`src/rtl/goldschmidt_ctrl_if.sv`:
```
// -----------------------------------------------------------------------------
// goldschmidt_ctrl_if
// Handshake and datapath-steering bundle between the Goldschmidt sequencer and
// the host/datapath it controls.
//
//   start      host -> ctrl   request a division (sampled only while idle)
//   busy       ctrl -> host   high whenever the sequencer is not idle
//   done       ctrl -> host   one-cycle pulse, quotient valid in regN
//   load_regN  ctrl -> dp     capture multiplier output into regN
//   load_regD  ctrl -> dp     capture multiplier output into regD
//   load_regK  ctrl -> dp     capture 2 - regD into regK
//   sel_ND_mux ctrl -> dp     multiplier A operand: 00 hold, 01 D side, 10 N side
//   sel_K_mux  ctrl -> dp     multiplier B operand: 0 = IA, 1 = regK
//
// The slave modport is the sequencer; the master modport is the host/datapath.
// -----------------------------------------------------------------------------
interface goldschmidt_ctrl_if;
    logic       start;
    logic       busy;
    logic       done;
    logic       load_regN;
    logic       load_regD;
    logic       load_regK;
    logic [1:0] sel_ND_mux;
    logic       sel_K_mux;

    modport slave (
        input  start,
        output busy,
        output done,
        output load_regN,
        output load_regD,
        output load_regK,
        output sel_ND_mux,
        output sel_K_mux
    );

    modport master (
        output start,
        input  busy,
        input  done,
        input  load_regN,
        input  load_regD,
        input  load_regK,
        input  sel_ND_mux,
        input  sel_K_mux
    );
endinterface

```
`src/rtl/goldschmidt_ctrl.sv`:
```
// -----------------------------------------------------------------------------
// goldschmidt_ctrl
// Sequencing FSM for a Goldschmidt divider datapath (N/D registers, one shared
// multiplier, K = 2 - D). A division runs the initial-approximation step
// (K = IA) followed by ITERS refinement steps (K = regK). Every step is two
// cycles, D*K then N*K, because the multiplier is shared. done pulses for one
// cycle once the last N*K product has been captured.
//
// Parameters
//   ITERS  refinement steps after the IA step, 1 .. 2**CNT_W-1
//   CNT_W  width of the iteration counter
//
// Ports
//   clk    rising-edge clock
//   reset  asynchronous, active-low reset
//   bus    goldschmidt_ctrl_if.slave: start in; busy, done, loads, selects out
//
// All outputs are a Moore decode of the state register, so asserting reset
// clears them immediately through the asynchronous state reset.
// -----------------------------------------------------------------------------
module goldschmidt_ctrl #(
    parameter int unsigned ITERS = 3,
    parameter int unsigned CNT_W = 3
) (
    input  logic               clk,
    input  logic               reset,
    goldschmidt_ctrl_if.slave  bus
);

    // Counter must be able to hold ITERS-1 without wrapping.
    generate
        if (ITERS < 1 || ITERS > (2 ** CNT_W) - 1) begin : g_bad_iters
            $error("goldschmidt_ctrl: ITERS=%0d out of range 1..%0d for CNT_W=%0d",
                   ITERS, (2 ** CNT_W) - 1, CNT_W);
        end
    endgenerate

    localparam logic [CNT_W-1:0] LAST_ITER = CNT_W'(ITERS - 1);

    typedef enum logic [2:0] {
        S_IDLE   = 3'd0,
        S_INIT_D = 3'd1,
        S_INIT_N = 3'd2,
        S_ITER_D = 3'd3,
        S_ITER_N = 3'd4,
        S_DONE   = 3'd5
    } state_t;

    localparam logic [1:0] SEL_NONE = 2'b00;
    localparam logic [1:0] SEL_D    = 2'b01;
    localparam logic [1:0] SEL_N    = 2'b10;

    state_t             state_q,    state_d;
    logic [CNT_W-1:0]   iter_cnt_q, iter_cnt_d;

    // -------------------------------------------------------------------------
    // State and counter registers
    // -------------------------------------------------------------------------
    always_ff @(posedge clk or negedge reset) begin
        if (!reset) begin
            state_q    <= S_IDLE;
            iter_cnt_q <= '0;
        end else begin
            state_q    <= state_d;
            iter_cnt_q <= iter_cnt_d;
        end
    end

    // -------------------------------------------------------------------------
    // Next-state and Moore output decode
    // -------------------------------------------------------------------------
    always_comb begin
        state_d        = state_q;
        iter_cnt_d     = iter_cnt_q;
        bus.busy       = 1'b1;
        bus.done       = 1'b0;
        bus.load_regN  = 1'b0;
        bus.load_regD  = 1'b0;
        bus.load_regK  = 1'b0;
        bus.sel_ND_mux = SEL_NONE;
        bus.sel_K_mux  = 1'b0;

        unique case (state_q)
            S_IDLE: begin
                bus.busy = 1'b0;
                if (bus.start) begin
                    state_d = S_INIT_D;
                end
            end

            // D <- D * IA
            S_INIT_D: begin
                bus.sel_ND_mux = SEL_D;
                bus.load_regD  = 1'b1;
                state_d        = S_INIT_N;
            end

            // N <- N * IA ; K <- 2 - regD
            S_INIT_N: begin
                bus.sel_ND_mux = SEL_N;
                bus.load_regN  = 1'b1;
                bus.load_regK  = 1'b1;
                iter_cnt_d     = '0;
                state_d        = S_ITER_D;
            end

            // D <- regD * regK
            S_ITER_D: begin
                bus.sel_ND_mux = SEL_D;
                bus.sel_K_mux  = 1'b1;
                bus.load_regD  = 1'b1;
                state_d        = S_ITER_N;
            end

            // N <- regN * regK ; K <- 2 - regD ; count the finished step
            S_ITER_N: begin
                bus.sel_ND_mux = SEL_N;
                bus.sel_K_mux  = 1'b1;
                bus.load_regN  = 1'b1;
                bus.load_regK  = 1'b1;
                iter_cnt_d     = iter_cnt_q + 1'b1;
                if (iter_cnt_q == LAST_ITER) begin
                    state_d = S_DONE;
                end else begin
                    state_d = S_ITER_D;
                end
            end

            // start is deliberately ignored here; a held start is only
            // accepted after one cycle back in IDLE.
            S_DONE: begin
                bus.done = 1'b1;
                state_d  = S_IDLE;
            end

            default: begin
                state_d = S_IDLE;
            end
        endcase
    end

    // -------------------------------------------------------------------------
    // Structural invariants of the load decode
    // -------------------------------------------------------------------------
    ap_k_with_n: assert property (@(posedge clk) disable iff (!reset)
        bus.load_regK |-> bus.load_regN);

    ap_one_load: assert property (@(posedge clk) disable iff (!reset)
        !(bus.load_regN && bus.load_regD));

endmodule
```
`src/flat_wrapper.sv`:
```
// flat-port wrapper written by rule: the top's interface ports become plain ports
module goldschmidt_ctrl_flat 
#(
    parameter int unsigned ITERS = 3,
    parameter int unsigned CNT_W = 3
)
  (clk, reset, bus_start, bus_busy, bus_done, bus_load_regN, bus_load_regD, bus_load_regK, bus_sel_ND_mux, bus_sel_K_mux);
  goldschmidt_ctrl_if bus_i ();
  input  logic clk;
  input  logic reset;
  input wire logic [$bits(bus_i.start)-1:0] bus_start;
  output wire logic [$bits(bus_i.busy)-1:0] bus_busy;
  output wire logic [$bits(bus_i.done)-1:0] bus_done;
  output wire logic [$bits(bus_i.load_regN)-1:0] bus_load_regN;
  output wire logic [$bits(bus_i.load_regD)-1:0] bus_load_regD;
  output wire logic [$bits(bus_i.load_regK)-1:0] bus_load_regK;
  output wire logic [$bits(bus_i.sel_ND_mux)-1:0] bus_sel_ND_mux;
  output wire logic [$bits(bus_i.sel_K_mux)-1:0] bus_sel_K_mux;
  assign bus_i.start = bus_start;
  assign bus_busy = bus_i.busy;
  assign bus_done = bus_i.done;
  assign bus_load_regN = bus_i.load_regN;
  assign bus_load_regD = bus_i.load_regD;
  assign bus_load_regK = bus_i.load_regK;
  assign bus_sel_ND_mux = bus_i.sel_ND_mux;
  assign bus_sel_K_mux = bus_i.sel_K_mux;
  goldschmidt_ctrl #(.ITERS(ITERS), .CNT_W(CNT_W)) u_core (.clk(clk), .reset(reset), .bus(bus_i));
endmodule
```
`config.mk`:
```
export PLATFORM = sky130hd
export DESIGN_NAME = goldschmidt_ctrl_flat
export DESIGN_NICKNAME = d
export VERILOG_FILES = /design/src/rtl/goldschmidt_ctrl_if.sv /design/src/rtl/goldschmidt_ctrl.sv /design/src/flat_wrapper.sv
export SDC_FILE = /design/constraint.sdc
export NUM_CORES = 1
export LEC_CHECK = 0
export ABC_AREA = 1
export CAP_MARGIN = 20
export CORE_AREA = 5 5 42 44
export CTS_BUF_LIST = sky130_fd_sc_hd__clkbuf_4
export DETAILED_ROUTE_END_ITERATION = 16
export DIE_AREA = 0 0 47 49
export SETUP_SLACK_MARGIN = 0.15
export SYNTH_ARGS = -nofsm -noshare
export SYNTH_HDL_FRONTEND = slang
export SYNTH_SLANG_ARGS = --single-unit
```
`constraint.sdc`:
```
create_clock -name clk -period 1.07 [get_ports clk]
set_input_delay 0.107 -clock clk [delete_from_list [all_inputs] [get_ports clk]]
set_output_delay 0.107 -clock clk [all_outputs]
set_load 0.02 [all_outputs]
```
Word level (Yosys, flattened, before mapping) --
Index checks and enable logic that the tools add are counted.
Word-level totals: bits in registers 6, bits in latches 0, RAM bits 0, bits in read-only memories 0, logic and storage cells 25, memories kept 0
Operators by class: add/subtract/negate cells 1, multiply operators 0, divide/modulo/power cells 0, order comparisons 0, eq/ne operators 7, shifts and indexed selects 0, muxes and demuxes 10, bitwise gates (word level) 0, reduce and logical (&&, ||, !) cells 5
Operators with widths (number):
- 3-bit one-hot mux with 5 select lines | 1
- 3-bit by 2-bit == test with 1-bit output, second input constant | 3
- 3-bit == test, second input constant | 2
- 3-bit 2-to-1 mux | 2
- 3-bit one-hot mux with 2 select lines | 1
- 2-bit OR reduction | 3
- 1-bit 2-to-1 mux | 5
- 2-bit one-hot mux with 2 select lines | 1
- 3-bit by 1-bit adder with 3-bit output, second input constant | 1
- 3-bit by 1-bit == test with 1-bit output, second input constant | 1
- 3-bit zero test | 1
- 2-bit != test, second input constant | 1
- 2-bit nonzero test | 1

Logic depth before layout (Yosys ltp) --
word-level depth 3, mapped depth 6, mapped depth without buffers 6

Worst setup path before layout --
OpenSTA, ideal clock, no wires.
path type register to output, start point register u_core.state_q[0], end point output port bus_load_regN, data arrival time 1054 ps, data required time 963 ps, path slack -91 ps, cell stages (with the launch flop) 5, path buffers 1, cells stage by stage dfrtp_1 -> nor2_4 -> nand2_2 -> nand2_1 -> buf_4
Between the ends: longest elaborated chain between the ends 3, elaborated cells on any way between the ends 4, those cells by class eq/ne: 2; mux: 1; reduce/logical: 1
Ends and longest elaborated chain:
- start, declared | line goldschmidt_ctrl.sv:53 | state_t state_q, state_d;
- start signal, assigned | line goldschmidt_ctrl.sv:64 | state_q <= state_d;
- 3-bit by 2-bit == test with 1-bit output / 3-bit == test (equally long branches)
- 2-bit OR reduction (no source line) *
- 1-bit 2-to-1 mux *
- end, declared | line flat_wrapper.sv:14 | output wire logic [$bits(bus_i.load_regN)-1:0] bus_load_regN;
Every way passes the cells marked *; elsewhere a longest branch is shown, timed or not.

Worst setup path after layout --
start point register u_core.state_q[2], end point output port bus_load_regN
Between the ends: longest elaborated chain between the ends 3, elaborated cells on any way between the ends 4, those cells by class eq/ne: 2; mux: 1; reduce/logical: 1
Ends and longest elaborated chain:
- 3-bit by 2-bit == test with 1-bit output / 3-bit == test (equally long branches) | line goldschmidt_ctrl.sv:83 | unique case (state_q)
- 2-bit OR reduction (no source line) *
- 1-bit 2-to-1 mux * | line goldschmidt_ctrl.sv:83
Marks and branches as above.

==> results.md <==
- Starting Density: about a quarter
- WL per Instance: approximately 10 um
- Core box area: around 1400 um2
- Hold Crit Class: in2async
- Worst Path Max Fanout: 5
- Share of power burned in registers: between 20 and 25%
- Actual slew at the worst max-slew pin: ~280 ps
- Lkg Pwr: between 0.3 and 0.4 nW
- Total grt overflow: 0
- Post-Route WL: between 800 and 900 um
- Net Count, Synth: 55
- Commonest non-fill, non-tap cell in the layout: nand2_1
- Peak supply drop: roughly 0.0011 V
- PortBufs: 10
- Fin. max-slew vios: 0
- Share of layout cells above drive strength 1: about three fifths
- Hold_ws: 105 ps
- WP data arrival: around 1100 ps
- Combinational cell fraction of total power: 69.5%
- Detail Route Antenna Nets: 0
- Slowest cell delay on critical path: roughly 470 ps
- Placed Area: roughly 560 um2
- Skew final: 2.09 ps
- Slew HR: 81.5%
- Setup TNS: -1600 ps
- Cell variety after synth: 15
- Post-place setup slack: -374 ps
- Peak Freq: 814 MHz
- Post-Syn Area per Cell: between 7 and 8 um2
- Leading cell types in the layout, fill and taps excluded: nand2_1 (11), buf_6 (10), buf_4 (9), inv_1 (5)
- CP top delay family: flip-flops
- Nets@finish: approximately 80
- Crit path capture type: output pin
- First-pass GRT wire length: between 1500 and 2000 um
- Final hold vios: 0
- Pint: between 1 and 1.5 mW
- Net Sw Frac: between 40 and 50%
- Synth warnings: 0
- CTS Buf Count: 3
- CTS tree: built
- Register Area: 154 um2
- Result of the run: complete, but fails checks
- Total Routing Usage GR: under 10%
- Vias in the first global route: between 300 and 400
- Hpwl dp: approximately 670 um
- Failing checks: setup timing
- Non-Filler Instances: slightly below 90
- Slowest cell on the critical path: dfrtp_2
- DR vias: 365
- Inserted Diodes: 0
- Largest net degree at the start of global routing: 7
- Minimum clock period after layout: roughly 1200 ps
- # placed instances: 81
- Post-route cell area: about 670 um2
- Row count: 14
- Setup Crit Path Kind: reg2out
- Final RePlAce weighted congestion: approximately 0.74
- CTS Root Cell: clkbuf_4
- Die Wd: around 47 um
- Final setup viols: 13
- Reg clk slew, reported paths: 50 ps
- Final WS setup: -159 ps
- WP buf/inv: 2
- Crit-path cells: buf_6, nand2_4, nand2_4, buf_6
- FF+latch count, synth: 6
- Synth Instances: 50
- Htree depth: 1
- 1st-iter DRT viols: 3
- Chip Height: approximately 49 um
- Layout filler cell count: between 150 and 200
- Area Growth Syn to Fin: 79.7%
- Pre-Repair DR Iteration Count: 4
- Clk buf depth: 2
- Register area share after synthesis: about two fifths
- Clock power frac: about 9.0%
- Initial antenna violation count: 0
- Mapped cell area: 370 um2
- CP Data Required Time: around 960 ps
- Die area: roughly 2300 um2
- Final Util: between 40% and 50%
- Number of placed I/O pins: 11
- Vias/cell: roughly 4.2
- Pwr Density: 3550 nW/um2
- Max cap viols: 0
- Sw power: 1.06 mW
- Final period util: 115%
- Area occupied by multi-input gates: approximately 230 um2
- Startpoint Class: register
- Clock sinks: 6
- RSZ-0062 raised after global routing: yes
- Power, Total: 2.36 mW
- Worst-Skew Late Latency: 240 ps
- DRC viols: 0
- # hold bufs at CTS: 0
## worst register-to-register path, cell delays in order (launching register included)
cell and delay, ps:
dfrtp_2 440, nor2_4 160, nand2_4 80, buf_4 140
buf_4 140, nand3_1 60, nand2_1 50
## logic make-up (layout without fill, tap and decap cells)
logic type | after synthesis | in the layout | share of synthesized area [%]
compound gates | 2 | 2 | 2.70
flops | 6 | 6 | 40.5
buf+inv | 11 | 32 | 14.2
fa+ha+maj | 2 | 2 | 6.76
simple gates | 29 | 29 | 35.8
## area by class of cell
type	instances	share of cell area [%]
clock buffers	3	3.38
well taps	16	3.01
flip-flops and latches	6	23.1
repair buffers	21	30.1
multi-input cells	33	34.8
inverters	8	5.64
## power groups by stage
stage | Clock (mW) | Sequential [mW] | Combinational [mW]
6_report | 0.212 | 0.509 | 1.64
5_1_grt | 0.232 | 0.525 | 1.79
4_1_cts | 0.222 | 0.484 | 1.53
3_5_place_dp | 0 | 0.475 | 1.35
3_3_place_gp | 0 | 0.469 | 1.34
2_1_floorplan | 0 | 0.468 | 0.818
## cell usage after synthesis
cell type / instances / share of area (%)
nand3_1: 5 / 6.8
nor2_2: 1 / 1.7
o21ai_1: 1 / 1.4
ha_1: 2 / 6.8
dfrtp_1: 6 / 41
buf_4: 3 / 6.1
nand2_1: 15 / 15
inv_1: 5 / 5.1
nor2_4: 1 / 3.0
nand3b_1: 1 / 2.0
inv_2: 3 / 3.0
nand2_2: 1 / 1.7
nor3_1: 1 / 1.4
nor2_1: 4 / 4.1
a21oi_1: 1 / 1.4
## worst paths after layout
kind | startpoint | to | slack (ps) | cells after the start
max | u_core.state_q[2] | bus_load_regN | -160 | 4
min | reset | u_core.iter_cnt_q[1] | 100 | 1
max reg2reg | u_core.state_q[1] | u_core.iter_cnt_q[0] | -110 | 6
min reg2reg | u_core.iter_cnt_q[0] | u_core.iter_cnt_q[0] | 560 | 2
max in group asynchronous | reset | u_core.state_q[2] | 730 | 1
min in group clk | u_core.iter_cnt_q[0] | u_core.iter_cnt_q[0] | 560 | 2
## timing repair
action	in CTS	in global routing
setup buffers	3	0
hold endpoints to repair	0	0
gates cloned	0	0
resized for setup	52	11
endpoints found under the setup margin	14	14
pin swaps	3	2
## flip-flops by register name, indices dropped and copies added, names as in the netlist
register and flops:
u_core.iter_cnt_q 3, u_core.state_q 3
## per-layer routing
layer  part of all wire, %  track usage (%)
met1                    38             10.5
met2                    58             14.5
met3                   4.1             2.21
met4                     0             5.53
met5                     0                0
(Power assumes the default switching activity.)
